--- src/rtl/inv_mixcol_seq.sv ---
// Iterative (Inv)MixColumns engine: COLS_PER_CYCLE columns per BUSY cycle, in place in a work register.
// Optional build macro INV_MIXCOL_FWD_EN adds a fwd port selecting forward MixColumns.
module inv_mixcol_seq #(
    parameter int COLS_PER_CYCLE = 1
) (
    input  logic         clk,
    input  logic         rst_n,
    input  logic         in_valid,
    output logic         in_ready,
    input  logic [127:0] in_state,
    output logic         out_valid,
    input  logic         out_ready,
    output logic [127:0] out_state,
    output logic         busy
`ifdef INV_MIXCOL_FWD_EN
    ,
    input  logic         fwd
`endif
);

    // Handshakes: a transfer happens on a rising clk edge where valid && ready are both high;
    // in_ready and out_valid are pure decodes of the registered FSM state.

    if (!(COLS_PER_CYCLE == 1 || COLS_PER_CYCLE == 2 || COLS_PER_CYCLE == 4)) begin : g_bad_cpc
        $error("inv_mixcol_seq: COLS_PER_CYCLE must be 1, 2 or 4");
    end

    localparam logic [2:0] CPC3     = 3'(COLS_PER_CYCLE);
    localparam logic [2:0] LAST_COL = 3'(4 - COLS_PER_CYCLE);
    localparam logic [1:0] STEP     = 2'(COLS_PER_CYCLE % 4);

    typedef enum logic [1:0] {IDLE, BUSY, DONE} state_t;

    state_t       state;
    logic [1:0]   col;
    logic [127:0] work;
    logic [127:0] work_nxt;
    logic         fwd_mode;

    function automatic logic [7:0] xt(input logic [7:0] a);
        return {a[6:0], 1'b0} ^ (a[7] ? 8'h1b : 8'h00);
    endfunction

    function automatic logic [31:0] mix_col(input logic [31:0] c, input logic fm);
        logic [7:0] a [4];
        logic [7:0] x2 [4];
        logic [7:0] x4 [4];
        logic [7:0] x8 [4];
        logic [7:0] m9 [4];
        logic [7:0] m11 [4];
        logic [7:0] m13 [4];
        logic [7:0] m14 [4];
        logic [7:0] m3 [4];
        for (int i = 0; i < 4; i++) begin
            a[i]   = c[31-8*i -: 8];
            x2[i]  = xt(a[i]);
            x4[i]  = xt(x2[i]);
            x8[i]  = xt(x4[i]);
            m9[i]  = x8[i] ^ a[i];
            m11[i] = x8[i] ^ x2[i] ^ a[i];
            m13[i] = x8[i] ^ x4[i] ^ a[i];
            m14[i] = x8[i] ^ x4[i] ^ x2[i];
            m3[i]  = x2[i] ^ a[i];
        end
        if (fm) begin
            return {x2[0] ^ m3[1] ^ a[2]  ^ a[3],
                    a[0]  ^ x2[1] ^ m3[2] ^ a[3],
                    a[0]  ^ a[1]  ^ x2[2] ^ m3[3],
                    m3[0] ^ a[1]  ^ a[2]  ^ x2[3]};
        end
        return {m14[0] ^ m11[1] ^ m13[2] ^ m9[3],
                m9[0]  ^ m14[1] ^ m11[2] ^ m13[3],
                m13[0] ^ m9[1]  ^ m14[2] ^ m11[3],
                m11[0] ^ m13[1] ^ m9[2]  ^ m14[3]};
    endfunction

`ifdef INV_MIXCOL_FWD_EN
    logic fwd_q;
    assign fwd_mode = fwd_q;

    always_ff @(posedge clk or negedge rst_n) begin
        if (!rst_n) begin
            fwd_q <= 1'b0;
        end else if (state == IDLE && in_valid) begin
            fwd_q <= fwd;
        end
    end
`else
    assign fwd_mode = 1'b0;
`endif

    // Columns col .. col+COLS_PER_CYCLE-1 are rewritten; the rest pass through.
    always_comb begin
        work_nxt = work;
        for (int c = 0; c < 4; c++) begin
            if ({1'b0, col} <= 3'(c) && 3'(c) < ({1'b0, col} + CPC3)) begin
                work_nxt[127-32*c -: 32] = mix_col(work[127-32*c -: 32], fwd_mode);
            end
        end
    end

    always_ff @(posedge clk or negedge rst_n) begin
        if (!rst_n) begin
            state     <= IDLE;
            col       <= 2'd0;
            work      <= '0;
            out_state <= '0;
        end else begin
            case (state)
                IDLE: begin
                    if (in_valid) begin
                        work  <= in_state;
                        col   <= 2'd0;
                        state <= BUSY;
                    end
                end
                BUSY: begin
                    work <= work_nxt;
                    // col stays at its final value so it never exceeds 4-COLS_PER_CYCLE.
                    if ({1'b0, col} == LAST_COL) begin
                        out_state <= work_nxt;
                        state     <= DONE;
                    end else begin
                        col <= col + STEP;
                    end
                end
                DONE: begin
                    if (out_ready) begin
                        state <= IDLE;
                    end
                end
                default: state <= IDLE;
            endcase
        end
    end

    assign in_ready  = (state == IDLE);
    assign out_valid = (state == DONE);
    assign busy      = (state != IDLE);

endmodule

--- config.mk ---
export PLATFORM = sky130hd
export DESIGN_NAME = inv_mixcol_seq
export DESIGN_NICKNAME = d
export VERILOG_FILES = /design/src/rtl/inv_mixcol_seq.sv
export SDC_FILE = /design/constraint.sdc
export NUM_CORES = 1
export LEC_CHECK = 0
export CAP_MARGIN = 10
export CORE_AREA = 2 2 185 187
export DETAILED_ROUTE_END_ITERATION = 8
export DIE_AREA = 0 0 187 189
export HOLD_SLACK_MARGIN = 0.02
export PLACE_DENSITY = 0.89
export REMOVE_ABC_BUFFERS = 1
export SETUP_SLACK_MARGIN = 0.3
export SLEW_MARGIN = 0
export SYNTH_ARGS = -nofsm -noshare
export SYNTH_HDL_FRONTEND = slang
export SYNTH_SLANG_ARGS = --single-unit
--- constraint.sdc ---
create_clock -name clk -period 3.8 [get_ports clk]
set_clock_uncertainty 0.1 [all_clocks]
set_input_delay 0.76 -clock clk [delete_from_list [all_inputs] [get_ports clk]]
set_output_delay 0.76 -clock clk [all_outputs]
set_load 0.02 [all_outputs]
==> results.sh <==
export IMPL_wire_length_of_the_first_global_routing_pass_mm=91.04
export IMPL_hold_path_cell_count=1
export IMPL_antenna_found_initial=3
export IMPL_synthesis_instances=1986
export IMPL_drtPass1Iterations=5
export IMPL_max_clock_path_buffers=3
export IMPL_clk_pin_slew_worst_paths_ns=0.06
export IMPL_syn_to_final_growth_pct=18.39
export IMPL_yosys_register_bits=260
export IMPL_core_box_area_mm2=0.03328
export IMPL_core_rowCount=67
export IMPL_clock_fmax_mhz=303.2
export IMPL_drc=0
export IMPL_num_nets_final=2264
export IMPL_cts_inserted_buffers=28
export IMPL_detail_route_wirelength_met1_mm=23.98
export IMPL_wl_per_cell_um=21.90
export IMPL_slew_at_the_pin_closest_to_its_max_slew_limit_ns=0.8452
export IMPL_gp_routability_congestion=0.9510
export IMPL_final_setup_viol_count=0
export IMPL_syn_mean_instance_area_um2=10.31
export IMPL_area_sequential_mm2=0.006507
export IMPL_ff2ff_path_depth=6
export IMPL_timing_worst_setup_path_type="reg -> out"
export IMPL_crit_path_max_fanout=14
export IMPL_final_period_minus_worst_setup_slack_ns=3.298
export IMPL_crit_path_end_kind="output pin"
export IMPL_postRouteWirelength_mm=56.92
export IMPL_clkSinkCount=260
export IMPL_cts_setup_buffers=0
export IMPL_dieWidth_um=187
export IMPL_h_tree_depth=1
export IMPL_route_detailed_vias_per_inst=5.878
export IMPL_synthArstFlopShare_pct=100.0
export IMPL_drt_iter0_drc=1142
export IMPL_cts_root_buf="clkbuf_16"
export IMPL_final_core_util_pct=72.83
export IMPL_period_share_pct=86.79
export IMPL_placement_io_buffers=262
export IMPL_worstSkewPairLatency_ns=0.57
export IMPL_yosys_warnings=0
export IMPL_wl_met2_mm=27.34
export IMPL_grt_setup_unrepaired="no"
export IMPL_critical_path_data_arrival_time_ns=2.44
export IMPL_synthesis_area_mm2=0.02047
export IMPL_maxUsedRoutingLayer="met5"
export IMPL_first_global_vias=16036
export IMPL_run_status="finished clean"
export IMPL_final_hold_violation_count=0
export IMPL_crit_path_start_kind="register"
export IMPL_dp_hpwl_mm=41.99
export IMPL_route_antenna_remaining_nets=0
export IMPL_finalMaxSlewViolations=0
export IMPL_chip_height_um=189
export IMPL_io_pin_count=263
export IMPL_grt_start_max_net_pins=70
export IMPL_fin_hold_ws_ns=0.3760
export IMPL_global_route_congestion_overflow_total=0
export IMPL_maxSlewHeadroom_pct=43.62
export IMPL_vias=15278
export IMPL_sum_neg_setup_slack_ns=0
export IMPL_drv_cap=0
export IMPL_multi_input_area_mm2=0.01309
export IMPL_routed_wl_met3_mm=3.781
export IMPL_nFillCells=2384
export IMPL_critical_path_required_ns=2.94
export IMPL_worstPathCellList="nor2_2 -> buf_4 -> clkdlybuf4s50_1"
export IMPL_grtUsageTotal_pct=32.50
export IMPL_hold_path_class="reg -> reg"
export IMPL_cp_slowest_cell="clkdlybuf4s50_1"
export IMPL_start_util_pct=61.52
export IMPL_fp_dieArea_mm2=0.03534
export IMPL_synth_lib_cells_used_distinct=54
export IMPL_fraction_of_layout_cells_with_a_size_suffix_above_1_pct=6.282
export IMPL_synthFlopType="dfrtp_1"
export IMPL_synth_edf_count=0
export IMPL_cts_tree="done"
export IMPL_crit_path_max_incr_delay_ns=0.63
export IMPL_seq_area_frac_synth_pct=31.78
final cells by class:
cell class                 instances  area share, %
multi-input combinational       1512          54.01
sequential                       260          26.85
timing repair buffer             301          12.27
clock buffer                      37          3.278
tap                              448          2.313
clock inverter                    14         0.8776
inverter                          25         0.3872
antenna                            2        0.02065
registers in the layout, indices dropped and copies added (netlist names):
register,flops
col,2
out_state,128
work,128
state,2
worst max-delay path, delay by kind of cell, from the launching register on:
family	cells	cell delay, ns
buffers and inverters	2	0.91
flip-flops	1	0.53
AND/OR/NAND/NOR	1	0.41
path summary, 6_finish.rpt:
kind,from,to,slack [ns]
setup / recovery,state[1],in_ready,0.50
hold / removal,out_state[25],out_state[25],0.38
setup reg to reg,work[63],out_state[38],0.86
hold reg to reg,out_state[25],out_state[25],0.38
max in group asynchronous,rst_n,state[1],2.12
min in group asynchronous,rst_n,out_state[114],0.60
synth_stat cells, drive strengths merged (3+ instances only):
cell / instances / area [um2]
xnor2: 512 / 4582
dfrtp: 260 / 6506
nand2: 166 / 623.1
xor2: 126 / 1171
clkbuf: 123 / 461.7
xnor3: 113 / 2546
a21oi: 110 / 550.5
o21ai: 91 / 455.4
nor2: 79 / 296.5
buf: 66 / 354.1
mux2i: 64 / 640.6
o22ai: 36 / 225.2
and3: 31 / 193.9
a21o: 27 / 202.7
inv: 23 / 86.33
a221o: 22 / 220.2
nor2b: 19 / 118.9
mux2: 18 / 206.4
xor3: 15 / 356.6
o21a: 10 / 75.07
o22a: 10 / 87.58
a221oi: 9 / 78.83
a211oi: 6 / 45.04
nand3b: 6 / 45.04
a31oi: 4 / 25.02
ha: 4 / 50.05
nand2b: 4 / 25.02
o211ai: 4 / 30.03
a22oi: 3 / 22.52
o2bb2ai: 3 / 26.28
o31ai: 3 / 22.52
cells by family (layout without fill, tap and decap cells):
logic type	count (synthesis)	in the layout	synth area share, %
simple gates	314	314	6.631
other cells	0	2	0
compound gates	346	346	10.49
mux	82	82	4.137
xor+xnor	766	766	42.28
fa+ha+maj	4	4	0.2445
flops	260	260	31.78
buf+inv	214	377	4.443
routing by layer:
metal | up-vias | global-route usage (%)
met4 | 2 | 10.90
met3 | 104 | 4.949
met1 | 7642 | 43.75
met2 | 647 | 54.19
li1 | 6883 | -
met5 | - | 0
cell usage in the layout, fill, tap and decap left out, types with 5 or more instances in the layout:
cell type        netlist  layout
a211oi_1               6       6
a21o_1                27      27
a21oi_1              110     110
a221o_1               22      22
a221oi_1               9       9
and3_1                31      31
buf_4                  7      34
bufinv_16              0       5
clkbuf_16              0      28
clkbuf_8               0       6
clkdlybuf4s50_1        0     261
clkinv_2               0       6
dfrtp_1              260     259
inv_1                 23      23
mux2_2                17      17
mux2i_1               64      64
nand2_1              166     165
nand3b_1               6       6
nor2_1                79      76
nor2b_1               19      17
o21a_1                10      10
o21ai_0               89      88
o22a_1                10      10
o22ai_1               36      36
xnor2_1              502     502
xnor2_2                8       8
xnor3_1              112     112
xor2_1               120     120
xor3_1                15      15
repair_timing:
item | 4_1_cts | 5_1_grt
endpoints found under the setup margin | 1 | 0
gates resized for setup | 1 | 0
hold buffers | 1 | 0
endpoints found under the hold margin | 48 | 0
through the flow:
step	area, um2	worst slack (ns)	std cells
after floorplan	19660	-3.500	1797
after global routing	24240	0.4680	2599
final	24240	0.5021	2599
after global placement	23210	0.9017	2545
after detailed placement	23210	0.7631	2545
after CTS	24230	0.4978	2597
Power is not shown: default switching activity piles up to over one toggle a cycle in this logic, so the estimate is an artifact.
